`src/rtl/uart_tx_byte_if.sv`:
```
// Handshake and serial-line bundle between the packet send controller
// (master) and the UART byte transmitter (slave).
interface uart_tx_byte_if;
  logic       iniciar_envio;
  logic [7:0] dado_entrada;
  logic       uart_ocupado;
  logic       tx;
  logic       byte_enviado;

  modport master (
    output iniciar_envio,
    output dado_entrada,
    input  uart_ocupado,
    input  tx,
    input  byte_enviado
  );

  modport slave (
    input  iniciar_envio,
    input  dado_entrada,
    output uart_ocupado,
    output tx,
    output byte_enviado
  );
endinterface

```
`src/rtl/uart_tx_byte.sv`:
```
// UART byte transmitter: one byte per start pulse, 8 data bits LSB first,
// STOP_BITS stop bits, registered tx line (idle high).
// Optional parity bit after bit 7 when UART_TX_PARITY_EN is defined
// (PARITY_ODD selects odd parity).
module uart_tx_byte #(
  parameter int unsigned CLK_HZ       = 50000000,
  parameter int unsigned BAUD         = 115200,
  parameter int unsigned CLKS_PER_BIT = CLK_HZ / BAUD,
  parameter int unsigned STOP_BITS    = 1
`ifdef UART_TX_PARITY_EN
  ,
  parameter int unsigned PARITY_ODD   = 0
`endif
) (
  input logic            clock,
  input logic            reset,
  uart_tx_byte_if.slave  bus
);

  localparam int unsigned CW = $clog2(CLKS_PER_BIT * STOP_BITS) + 1;
  localparam logic [CW-1:0] BIT_LAST  = CW'(CLKS_PER_BIT - 1);
  localparam logic [CW-1:0] STOP_LAST = CW'(CLKS_PER_BIT * STOP_BITS - 1);

  typedef enum logic [2:0] {
    S_IDLE,
    S_START,
    S_DATA,
    S_STOP
`ifdef UART_TX_PARITY_EN
    ,
    S_PARITY
`endif
  } state_t;

  state_t        state_q, state_n;
  logic [CW-1:0] baud_q, baud_n;
  logic [2:0]    bit_q, bit_n;
  logic [7:0]    shreg_q, shreg_n;
  logic          busy_q, busy_n;
  logic          tx_q, tx_n;
  logic          done_q, done_n;

`ifdef UART_TX_PARITY_EN
  logic parity_bit;
  assign parity_bit = (PARITY_ODD != 0) ? ~^shreg_q : ^shreg_q;
`endif

  // State and datapath registers; reset forces the line high at once.
  always_ff @(posedge clock or posedge reset) begin
    if (reset) begin
      state_q <= S_IDLE;
      baud_q  <= '0;
      bit_q   <= '0;
      shreg_q <= '0;
      busy_q  <= 1'b0;
      tx_q    <= 1'b1;
      done_q  <= 1'b0;
    end else begin
      state_q <= state_n;
      baud_q  <= baud_n;
      bit_q   <= bit_n;
      shreg_q <= shreg_n;
      busy_q  <= busy_n;
      tx_q    <= tx_n;
      done_q  <= done_n;
    end
  end

  // Next-state logic; tx is computed one edge ahead so each bit starts
  // on the edge that enters it (start bit falls on the accepting edge).
  always_comb begin
    state_n = state_q;
    baud_n  = baud_q + CW'(1);
    bit_n   = bit_q;
    shreg_n = shreg_q;
    busy_n  = busy_q;
    tx_n    = tx_q;
    done_n  = 1'b0;
    case (state_q)
      S_IDLE: begin
        baud_n = '0;
        tx_n   = 1'b1;
        if (bus.iniciar_envio) begin
          shreg_n = bus.dado_entrada;
          busy_n  = 1'b1;
          tx_n    = 1'b0;
          state_n = S_START;
        end
      end
      S_START: begin
        if (baud_q == BIT_LAST) begin
          baud_n  = '0;
          bit_n   = '0;
          tx_n    = shreg_q[0];
          state_n = S_DATA;
        end
      end
      S_DATA: begin
        if (baud_q == BIT_LAST) begin
          baud_n = '0;
          bit_n  = bit_q + 3'd1;
          if (bit_q == 3'd7) begin
`ifdef UART_TX_PARITY_EN
            tx_n    = parity_bit;
            state_n = S_PARITY;
`else
            tx_n    = 1'b1;
            state_n = S_STOP;
`endif
          end else begin
            tx_n = shreg_q[bit_q + 3'd1];
          end
        end
      end
`ifdef UART_TX_PARITY_EN
      S_PARITY: begin
        if (baud_q == BIT_LAST) begin
          baud_n  = '0;
          tx_n    = 1'b1;
          state_n = S_STOP;
        end
      end
`endif
      S_STOP: begin
        if (baud_q == STOP_LAST) begin
          baud_n  = '0;
          busy_n  = 1'b0;
          done_n  = 1'b1;
          state_n = S_IDLE;
        end
      end
      default: begin
        baud_n  = '0;
        tx_n    = 1'b1;
        state_n = S_IDLE;
      end
    endcase
  end

  // Busy is visible combinationally in the cycle a start is presented.
  assign bus.uart_ocupado = busy_q | (bus.iniciar_envio & (state_q == S_IDLE));
  assign bus.tx           = tx_q;
  assign bus.byte_enviado = done_q;

endmodule

```
`src/flat_wrapper.sv`:
```
// flat-port wrapper written by rule: the top's interface ports become plain ports
module uart_tx_byte_flat 
#(
  parameter int unsigned CLK_HZ       = 50000000,
  parameter int unsigned BAUD         = 115200,
  parameter int unsigned CLKS_PER_BIT = CLK_HZ / BAUD,
  parameter int unsigned STOP_BITS    = 1

)
  (clock, reset, bus_iniciar_envio, bus_dado_entrada, bus_uart_ocupado, bus_tx, bus_byte_enviado);
  uart_tx_byte_if bus_i ();
  input logic clock;
  input logic reset;
  input wire logic [$bits(bus_i.iniciar_envio)-1:0] bus_iniciar_envio;
  input wire logic [$bits(bus_i.dado_entrada)-1:0] bus_dado_entrada;
  output wire logic [$bits(bus_i.uart_ocupado)-1:0] bus_uart_ocupado;
  output wire logic [$bits(bus_i.tx)-1:0] bus_tx;
  output wire logic [$bits(bus_i.byte_enviado)-1:0] bus_byte_enviado;
  assign bus_i.iniciar_envio = bus_iniciar_envio;
  assign bus_i.dado_entrada = bus_dado_entrada;
  assign bus_uart_ocupado = bus_i.uart_ocupado;
  assign bus_tx = bus_i.tx;
  assign bus_byte_enviado = bus_i.byte_enviado;
  uart_tx_byte #(.CLK_HZ(CLK_HZ), .BAUD(BAUD), .CLKS_PER_BIT(CLKS_PER_BIT), .STOP_BITS(STOP_BITS)) u_core (.clock(clock), .reset(reset), .bus(bus_i));
endmodule
```
`config.mk`:
```
export PLATFORM = sky130hd
export DESIGN_NAME = uart_tx_byte_flat
export DESIGN_NICKNAME = d
export VERILOG_FILES = /design/src/rtl/uart_tx_byte_if.sv /design/src/rtl/uart_tx_byte.sv /design/src/flat_wrapper.sv
export SDC_FILE = /design/constraint.sdc
export NUM_CORES = 1
export LEC_CHECK = 0
export ABC_AREA = 1
export CORE_UTILIZATION = 55
export DETAILED_ROUTE_END_ITERATION = 8
export PLACE_DENSITY = 0.77
export SETUP_SLACK_MARGIN = 0.3
export SLEW_MARGIN = 20
export SYNTH_ARGS = -nofsm -noshare
export SYNTH_HDL_FRONTEND = slang
export SYNTH_SLANG_ARGS = --single-unit
export TNS_END_PERCENT = 5
```
`constraint.sdc`:
```
create_clock -name clock -period 1.7 [get_ports clock]
set_input_delay 0.255 -clock clock [delete_from_list [all_inputs] [get_ports clock]]
set_output_delay 0.255 -clock clock [all_outputs]
set_load 0.1 [all_outputs]
```
# After elaboration in Yosys (flattened, before gate mapping)
# Index checks and enable logic that the tools add are counted.
[word_totals] register_bits=27 latchBits=0 ram_bits=0 romBits=0 in_bits=11 out_inout_bits=3 wordCells=54 memories=0
[classes] n_addsub=2 multipliers=0 div_mod_pow=0 n_lt_le_gt_ge=1 n_eq_ne=10 n_shift=0 muxes=22 n_bitwise=3 reduce_logical=9
[op_table] op="$mux 10" count=2
[op_table] op="$mux 3" count=6
[op_table] op="$pmux 3 s4" count=1
[op_table] op="$add 10x1->10 const B" count=1
[op_table] op="$eq 10x9->1 const B" count=1
[op_table] op="$mux 1" count=9
[op_table] op="$reduce_and 3->1" count=3
[op_table] op="$ne 2x1->1 const B" count=4
[op_table] op="$eq 3x2->1 const B" count=2
[op_table] op="$pmux 3 s2" count=1
[op_table] op="$reduce_and 5->1" count=1
[op_table] op="$lt 3x4->1 const B" count=1
[op_table] op="$pmux 1 s4" count=1
[op_table] op="$reduce_bool 2->1" count=2
[op_table] op="$add 3x1->3 const B" count=1
[op_table] op="$bmux 1 s3" count=1
[op_table] op="$eq 3x1->1 const B" count=1
[op_table] op="$eq 3x3->1 const B" count=1
[op_table] op="$logic_not 3->1" count=1
[op_table] op="$reduce_or 3->1" count=1
[op_table] op="$ne 2x2->1 const B" count=1
[op_table] op="$pmux 1 s2" count=1
[op_table] op="$reduce_and 2->1" count=1
[op_table] op="$and 1x1->1" count=1
[op_table] op="2 further kinds" count=2

# Longest topological paths before layout
# Gate-level depths: netlist (run 1).
[logic_depth] ltp_word=6 depth_mapped=10 mapped_depth_nobuf=10

# Worst setup path after synthesis (run 1)
# Ideal clock, no wire load.
[synth_path] path_kind="register -> output" start="register u_core.state_q[0]" end="output bus_uart_ocupado" t_arrival_ps=1565 required_ps=1445 setup_slack_ps=-120 path_stages_with_launch=5 n_path_buf=0 path_cell_list="dfrtp_1 > inv_1 > ha_1 > nand2_1 > nand2_1"
[synth_via] elab_chain_len=3
[synth_lines] item="start, declared" line="uart_tx_byte.sv:35" rtl="state_t state_q, state_n;"
[synth_lines] item="start signal, assigned" line="uart_tx_byte.sv:59" rtl="state_q <= state_n;"
[synth_lines] item="$logic_not 3->1" line="uart_tx_byte.sv:141" rtl="assign bus.uart_ocupado = busy_q | (bus.iniciar_envio & (state_q == S_IDLE));"
[synth_lines] item="$and 1x1->1" line="uart_tx_byte.sv:141"
[synth_lines] item="$or 1x1->1" line="uart_tx_byte.sv:141"
[synth_lines] item="end, declared" line="flat_wrapper.sv:16" rtl="output wire logic [$bits(bus_i.uart_ocupado)-1:0] bus_uart_ocupado;"
# Every way passes these cells.

# Worst setup path in the final report (run 1)
# Ends and elaborated chain as after synthesis.

==> results of run 1 <==
## cell type report
class                   count  area (µm²)  area share, %
well taps                  28        35.0           2.00
multi-input cells         107         737           42.1
flip-flops and latches     26         652           37.2
repair buffers             20         213           12.1
inverters                  21        78.8           4.50
clock buffers               4        36.3           2.07
## path summary, 6_finish.rpt
kind / startpoint / end / slack, ps / depth (start not counted)
hold reg to reg: u_core.busy_q / u_core.busy_q / 520 / 2
max in group asynchronous: reset / u_core.bus.tx / 1150 / 3
hold / removal: reset / u_core.shreg_q[3] / 270 / 3
min in group clock: bus_dado_entrada[0] / u_core.shreg_q[0] / 500 / 3
setup reg to reg: u_core.baud_q[1] / u_core.state_q[1] / 180 / 9
setup / recovery: u_core.state_q[0] / bus_uart_ocupado / 150 / 5
## registers in the layout, indices dropped and copies added (netlist names)
signal                   flops
u_core.shreg_q               8
u_core.bus.byte_enviado      1
u_core.bit_q                 3
u_core.bus.tx                1
u_core.state_q               2
u_core.busy_q                1
u_core.baud_q               10
## where the power goes
group          total [W]  internal, W  switching (W)
Combinational    0.00167     0.000707       0.000966
Clock           0.000313     0.000131       0.000182
Sequential      0.000971     0.000828       0.000142
## cell families after synthesis
| group | count (synthesis) |
|---|---|
| buffers and inverters | 21 |
| adders and majority gates | 8 |
| AOI/OAI and AO/OA | 11 |
| and+or+nand+nor | 78 |
| xor gates and xnor gates | 3 |
| muxes | 7 |
| DFF | 26 |
## synthesized netlist by cell type, types with 2 or more instances
cell,number
nand3_1,11
ha_1,8
mux2_2,7
nor2_1,12
inv_1,20
nand2_2,2
xor2_1,2
nand3b_1,2
dfrtp_1,25
nand2_1,39
nand2_4,2
a21oi_1,7
nor2_4,2
nor3_1,2
nor2_2,2
## stage by stage
| step | cells | hold WS (ps) | instance area [µm²] |
|---|---|---|---|
| final | 206 | 267 | 1750 |
| after floorplan | 154 | 294 | 1420 |
| after global placement | 197 | 459 | 1630 |
| after detailed placement | 197 | 487 | 1630 |
| after CTS | 206 | 270 | 1730 |
| after global routing | 206 | 280 | 1750 |
## routing by layer
layer,wire (µm),up-vias,GRT usage [%]
li1,-,537,-
met1,1150,522,26.2
met2,1500,19,41.1
met3,59,6,4.35
met4,41,0,11.8
met5,0,-,0
## worst reg2reg max path, stage by stage, from the launching register on
cell and delay (ps):
dfrtp_1 430, inv_1 70, ha_2 160, nand2_2 60
nor2_4 110, nand3_4 160, a21oi_4 250, nand2_2 80
nand2_1 70, nand2_1 50
## repair_timing
| action | CTS | global route |
|---|---|---|
| gates resized for setup | 7 | 6 |
| pin swaps | 1 | 5 |
| endpoints found under the setup margin | 18 | 17 |
| endpoints found under the hold margin | 0 | 0 |
| setup buffers | 5 | 0 |
==> impl_metrics.tcl, run 1 <==
set metrics [dict create \
    drc_errors 0 \
    die_h_um 52.5 \
    synth_warnings 0 \
    netlist_top_cells_area "dfrtp_1 45%, nand2_1 10%, ha_1 7.1%" \
    antenna_found_initial 0 \
    power.total_w 0.00296 \
    clk_pin_slew_worst_paths_ps 140 \
    synth_top_family_by_area "simple AND/OR/NAND/NOR gates" \
    num_antenna_cells 0 \
    clk_latency_ps 320 \
    mappedNetlistArea_um2 1400 \
    dr.pass1.iters 4 \
    most-common-layout-cells "34 x nand2_1, 25 x dfrtp_1, 17 x inv_1" \
    cp_num_buf_inv 2 \
    final_common_cell "nand2_1" \
    worstPathRequired_ps 1440 \
    hold_class "input port to asynchronous set/reset pin" \
    syn_area_per_cell_um2 9.09 \
    gp_congestion 0.793 \
    synth_cells 154 \
    cts_tree "built" \
    critPathMaxFanout 2 \
    cp.arrival_ps 1290 \
    dp_slack_ps 142 \
    grt_pass1_vias 1062 \
    drive_gt1_share_pct 25.8 \
    cts_buffer_depth 2 \
    io_buffers 13 \
    finClkSkew_ps 5.45 \
    period_share_pct 90.9 \
    yosys.area_share.adder_pct 7.15 \
    final_max_slew_viol_count 0 \
    worst_slack_ps 155 \
    synthSimpleGateAreaFrac_pct 28.1 \
    cts_buffers 3 \
    h-tree-depth 1 \
    path_common_cell "nand2_8" \
    worstMarginPinSlew_ps 321 \
    synthToLayoutAreaGrowth_pct 25.1 \
    hold_viol 0 \
    synth_xor_area_share_pct 1.88 \
    ioPinCount 14 \
    crit_chain "inv_2 > ha_4 > nand2_8 > nand2_8 > buf_12" \
    synth_largest_area_cell "dfrtp_1" \
    yosys.cell_types.count 26 \
    status "completed" \
    grt_max_degree 27 \
    rsz0062_at_grt "true" \
    critPathKind "flop to primary output" \
    cts_hold_buffers 0 \
    critPathTopFamily "flip-flops" \
    wl_per_cell_um 13.4 \
    cp-start-kind "flop" \
    finalWirelength_mm 2.75 \
    die_x_um 52.5 \
    ys.flop_type "dfrtp_1" \
    drt-initial-drc-count 14 \
    setup_tns_ps 0 \
    yosys_register_bits 26 \
    ant_nets 0 \
    cts.sinks 26 \
    die_area_um2 2750 \
    dp_hpwl_mm 1.99 \
    synth_compound_area_share_pct 5.09 \
    fp.coreArea_um2 2300 \
    nNetsFinal 198 \
    grt.total_usage_pct 23.2 \
    synth_edf_count 0 \
    syn_nets 173 \
    grt_pass1_wl_mm 4.48 \
    cpPeakStageDelay_ps 430 \
    synth_seq_area_share_pct 46.6 \
    clock-root-buffer "clkbuf_4" \
    synthArstFlopShare_pct 100 \
    cp_slowest_cell "dfrtp_1" \
    utilization_pct 76.3 \
    maxCapViolCount 0 \
    fillers 150 \
    vias 1084 \
    final-setup-viol-count 0 \
    ir_drop_v 0.00162 \
    synth_mux_area_share_pct 5.63 \
    cp-end-kind "primary output" \
    slew_headroom_pct 78.6 \
    clock.fmax_ghz 0.647 \
    row_count 17 \
    power_density_nw_per_um2 1690 \
    grt_overflow 0 \
    via_per_inst 5.26 \
    period_needed_ps 1550 \
    netlist.area_leader.share_pct 44.7 \
    initial_core_util_pct 60.9 \
    p_leak_nw 0.858 \
]
Note: power is estimated with default switching activity, not from simulation.
==> run 2: changes to the inputs <==
--- a/config.mk
+++ b/config.mk
@@ -5,10 +5,9 @@
 export SDC_FILE = /design/constraint.sdc
 export NUM_CORES = 1
 export LEC_CHECK = 0
-export ABC_AREA = 1
 export CORE_UTILIZATION = 55
 export DETAILED_ROUTE_END_ITERATION = 8
-export PLACE_DENSITY = 0.77
+export PLACE_DENSITY = 0.78
 export SETUP_SLACK_MARGIN = 0.3
 export SLEW_MARGIN = 20
 export SYNTH_ARGS = -nofsm -noshare
==> run 2 against run 1 <==
- the flow now finishes with violations (setup timing)
- highest routed layer unchanged
- routed wire length shrank 3.6%
- largest power group is now registers
- core utilization rose by 2.5 points
- critical endpoint is now u_core.bus.tx
- fmax is 12% lower
- clock skew fell by 3.2 ps
- critical path type is now flop to flop
- setup slack lost 220 ps
==> impl_metrics.tcl, run 2 <==
set metrics [dict create \
    grt.total_usage_pct 24.9 \
    cp-start-kind "flop" \
    cts_tree "built" \
    die_h_um 51.3 \
    worstPathRequired_ps 1970 \
    io_buffers 13 \
    gp_congestion 0.797 \
    status "finished, violations left" \
    swShare_pct 20.2 \
    setup.worst_path.start "u_core.bit_q[0]" \
    p_leak_nw 0.840 \
    reg2regPathDepth 5 \
    initial_core_util_pct 59.3 \
    mappedNetlistArea_um2 1340 \
    most-common-layout-cells "25 x dfrtp_1, 18 x buf_4, 16 x nor2_1" \
    violations "setup timing" \
    cp_slowest_cell "mux4_2" \
    ir_drop_v 0.000545 \
    die_x_um 51.3 \
    critPathMaxFanout 3 \
    p_clk_share_pct 32.2 \
    drive_gt1_share_pct 34.2 \
    vias 982 \
    ant_nets 0 \
    worst_slack_ps -60.7 \
    die_area_um2 2630 \
    switching_power_w 0.000196 \
    p_int_w 0.000773 \
    synth_edf_count 0 \
    synth_compound_area_share_pct 5.52 \
    period_needed_ps 1760 \
    cp.arrival_ps 2030 \
    cts_hold_buffers 0 \
    yosys.cell_types.count 33 \
    final-setup-viol-count 3 \
    finalWirelength_mm 2.65 \
    cts.sinks 26 \
    synth.top_cells.by_count "25 x dfrtp_1, 16 x nor2_1, 10 x mux2_2" \
    p_comb_share_pct 4.0 \
    yosys_register_bits 26 \
    cts_buffer_depth 2 \
    final_max_slew_viol_count 0 \
    r2r_start "u_core.bit_q[0]" \
    via_per_inst 5.46 \
    yosys.area_share.adder_pct 7.49 \
    period_share_pct 104 \
    synth_mux_area_share_pct 12.6 \
    netlist.area_leader.share_pct 46.8 \
    clock.fmax_ghz 0.568 \
    rrSetupSlack_ps -60 \
    postLayoutCellArea_um2 1780 \
    grt_pass1_vias 1006 \
    ys.flop_type "dfrtp_1" \
    final_common_cell "dfrtp_1" \
    synthToLayoutAreaGrowth_pct 33.0 \
    synthSimpleGateAreaFrac_pct 18.3 \
    cp-end-kind "flop" \
    drc_errors 0 \
    row_count 17 \
    synth_cells 117 \
    worstMarginPinSlew_ps 317 \
    dp_hpwl_mm 1.91 \
    synth_top_family_by_area "simple AND/OR/NAND/NOR gates" \
    crit_end "u_core.bus.tx" \
    clk_pin_slew_worst_paths_ps 130 \
    synthArstFlopShare_pct 100 \
    synth_most_common_cell "dfrtp_1" \
    clock-root-buffer "clkbuf_4" \
    h-tree-depth 1 \
    finClkSkew_ps 2.26 \
    grt_overflow 0 \
    largest_reg_flops 10 \
    wl_per_cell_um 14.7 \
    maxCapViolCount 0 \
    num_antenna_cells 0 \
    syn_area_per_cell_um2 11.4 \
    nNetsFinal 172 \
    crit_chain "ha_4 > mux4_2 > mux2_2 > o21ai_1 > a21oi_1" \
    ioPinCount 14 \
    top_register "u_core.baud_q" \
    slew_headroom_pct 78.7 \
    hold_viol 0 \
    sequentialPowerShare_pct 63.8 \
    grt_pass1_wl_mm 4.55 \
    synth_warnings 0 \
    cts_buffers 3 \
    grt_max_degree 27 \
    synth_largest_area_cell "dfrtp_1" \
    hold_class "input port to asynchronous set/reset pin" \
    power_density_nw_per_um2 545 \
    dr.pass1.iters 4 \
    synth_seq_area_share_pct 48.8 \
    fp.coreArea_um2 2250 \
    netlist_top_cells_area "dfrtp_1 47%, mux2_2 8.4%, ha_1 7.5%" \
    critPathKind "flop to flop" \
    rr_endpoint "u_core.bus.tx" \
    drt-initial-drc-count 5 \
    largestRegisters "u_core.baud_q (10), u_core.shreg_q (8), u_core.bit_q (3)" \
    fillers 132 \
    antenna_found_initial 0 \
    clk_latency_ps 320 \
    placed_cell_area_um2 1680 \
    rsz0062_at_grt "true" \
    syn_nets 136 \
    power.total_w 0.000969 \
    synth_xor_area_share_pct 5.24 \
    cpPeakStageDelay_ps 480 \
]
==> run 2: cell types whose count changed after synthesis, sizes merged, moves of 4 or more <==
cell   delta
inv      -15
nand3    -10
nand2    -34
xnor2     +5
mux2      +4
a21oi     -7
==> run 2: stage by stage <==
step	hold slack, ps	setup WS (ps)	instances	setup TNS, ps	util, %
after floorplan	294	-17.2	117	-17.2	-
after global placement	476	-33.5	175	-33.5	74.5
after detailed placement	477	-61.4	175	-115	74.5
after CTS	270	-55.9	179	-143	77.8
after global routing	292	-138	180	-407	78.8
final	262	-60.7	180	-152	78.8
==> run 2: worst min-delay path by stage <==
| stage | startpoint | to | slack (ps) | depth (start not counted) |
|---|---|---|---|---|
| global placement | u_core.bit_q[2] | u_core.bit_q[2] | 480 | 1 |
| finish | reset | u_core.shreg_q[0] | 260 | 3 |
| floorplan | reset | u_core.baud_q[0] | 290 | 1 |
| CTS | reset | u_core.shreg_q[0] | 270 | 3 |
| detailed placement | u_core.bit_q[2] | u_core.bit_q[2] | 480 | 1 |
| global route | reset | u_core.baud_q[8] | 290 | 3 |
==> run 2: power by group through the flow <==
stage / sequential (W) / clock, W / combinational, W
floorplan: 0.000630 / 0 / 0.00000971
global route: 0.000619 / 0.000350 / 0.0000434
CTS: 0.000619 / 0.000319 / 0.0000397
detailed placement: 0.000630 / 0 / 0.0000399
finish: 0.000619 / 0.000312 / 0.0000386
global placement: 0.000630 / 0 / 0.0000388
==> run 2: area by class of cell <==
type                       count  area, µm²  area share, %
tap                           28       35.0           1.97
timing repair buffer          32        307           17.3
inverter                       6       22.5           1.27
sequential                    26        652           36.7
multi-input combinational     84        724           40.8
clock buffer                   4       36.3           2.04
==> run 2: layer usage <==
metal	vias up	wire [µm]	track usage [%]
met3	7	84	5.65
met5	-	0	0
met2	21	1310	39.7
met4	0	78	13.5
met1	476	1180	31.4
li1	478	-	-
==> run 2: timing repair <==
item,4_1_cts,5_1_grt
buffers inserted,0,1
setup endpoints to repair,27,27
gates resized for setup,8,3
endpoints found under the hold margin,0,0
pin swaps,0,1
==> run 2: logic make-up after synthesis <==
group / count (synthesis)
AND/OR/NAND/NOR: 44
flip-flops: 26
multiplexers: 13
AO/OA/AOI/OAI: 11
XOR/XNOR: 8
adder cells (fa/ha/maj): 8
buffers and inverters: 7
==> run 2: critical path, delay by kind of cell, from the launching register on <==
kind	cells	cell delay [ps]
adders and majority gates	1	300
DFF	1	440
AOI/OAI and AO/OA	2	210
muxes	2	760
==> run 3: changes to the inputs <==
--- a/config.mk
+++ b/config.mk
@@ -6,6 +6,7 @@
 export NUM_CORES = 1
 export LEC_CHECK = 0
 export CORE_UTILIZATION = 55
+export CTS_CLUSTER_SIZE = 28
 export DETAILED_ROUTE_END_ITERATION = 8
 export PLACE_DENSITY = 0.78
 export SETUP_SLACK_MARGIN = 0.3
==> results of run 3 <==
The final DEF is identical to that of run 2; final timing and power are the same.
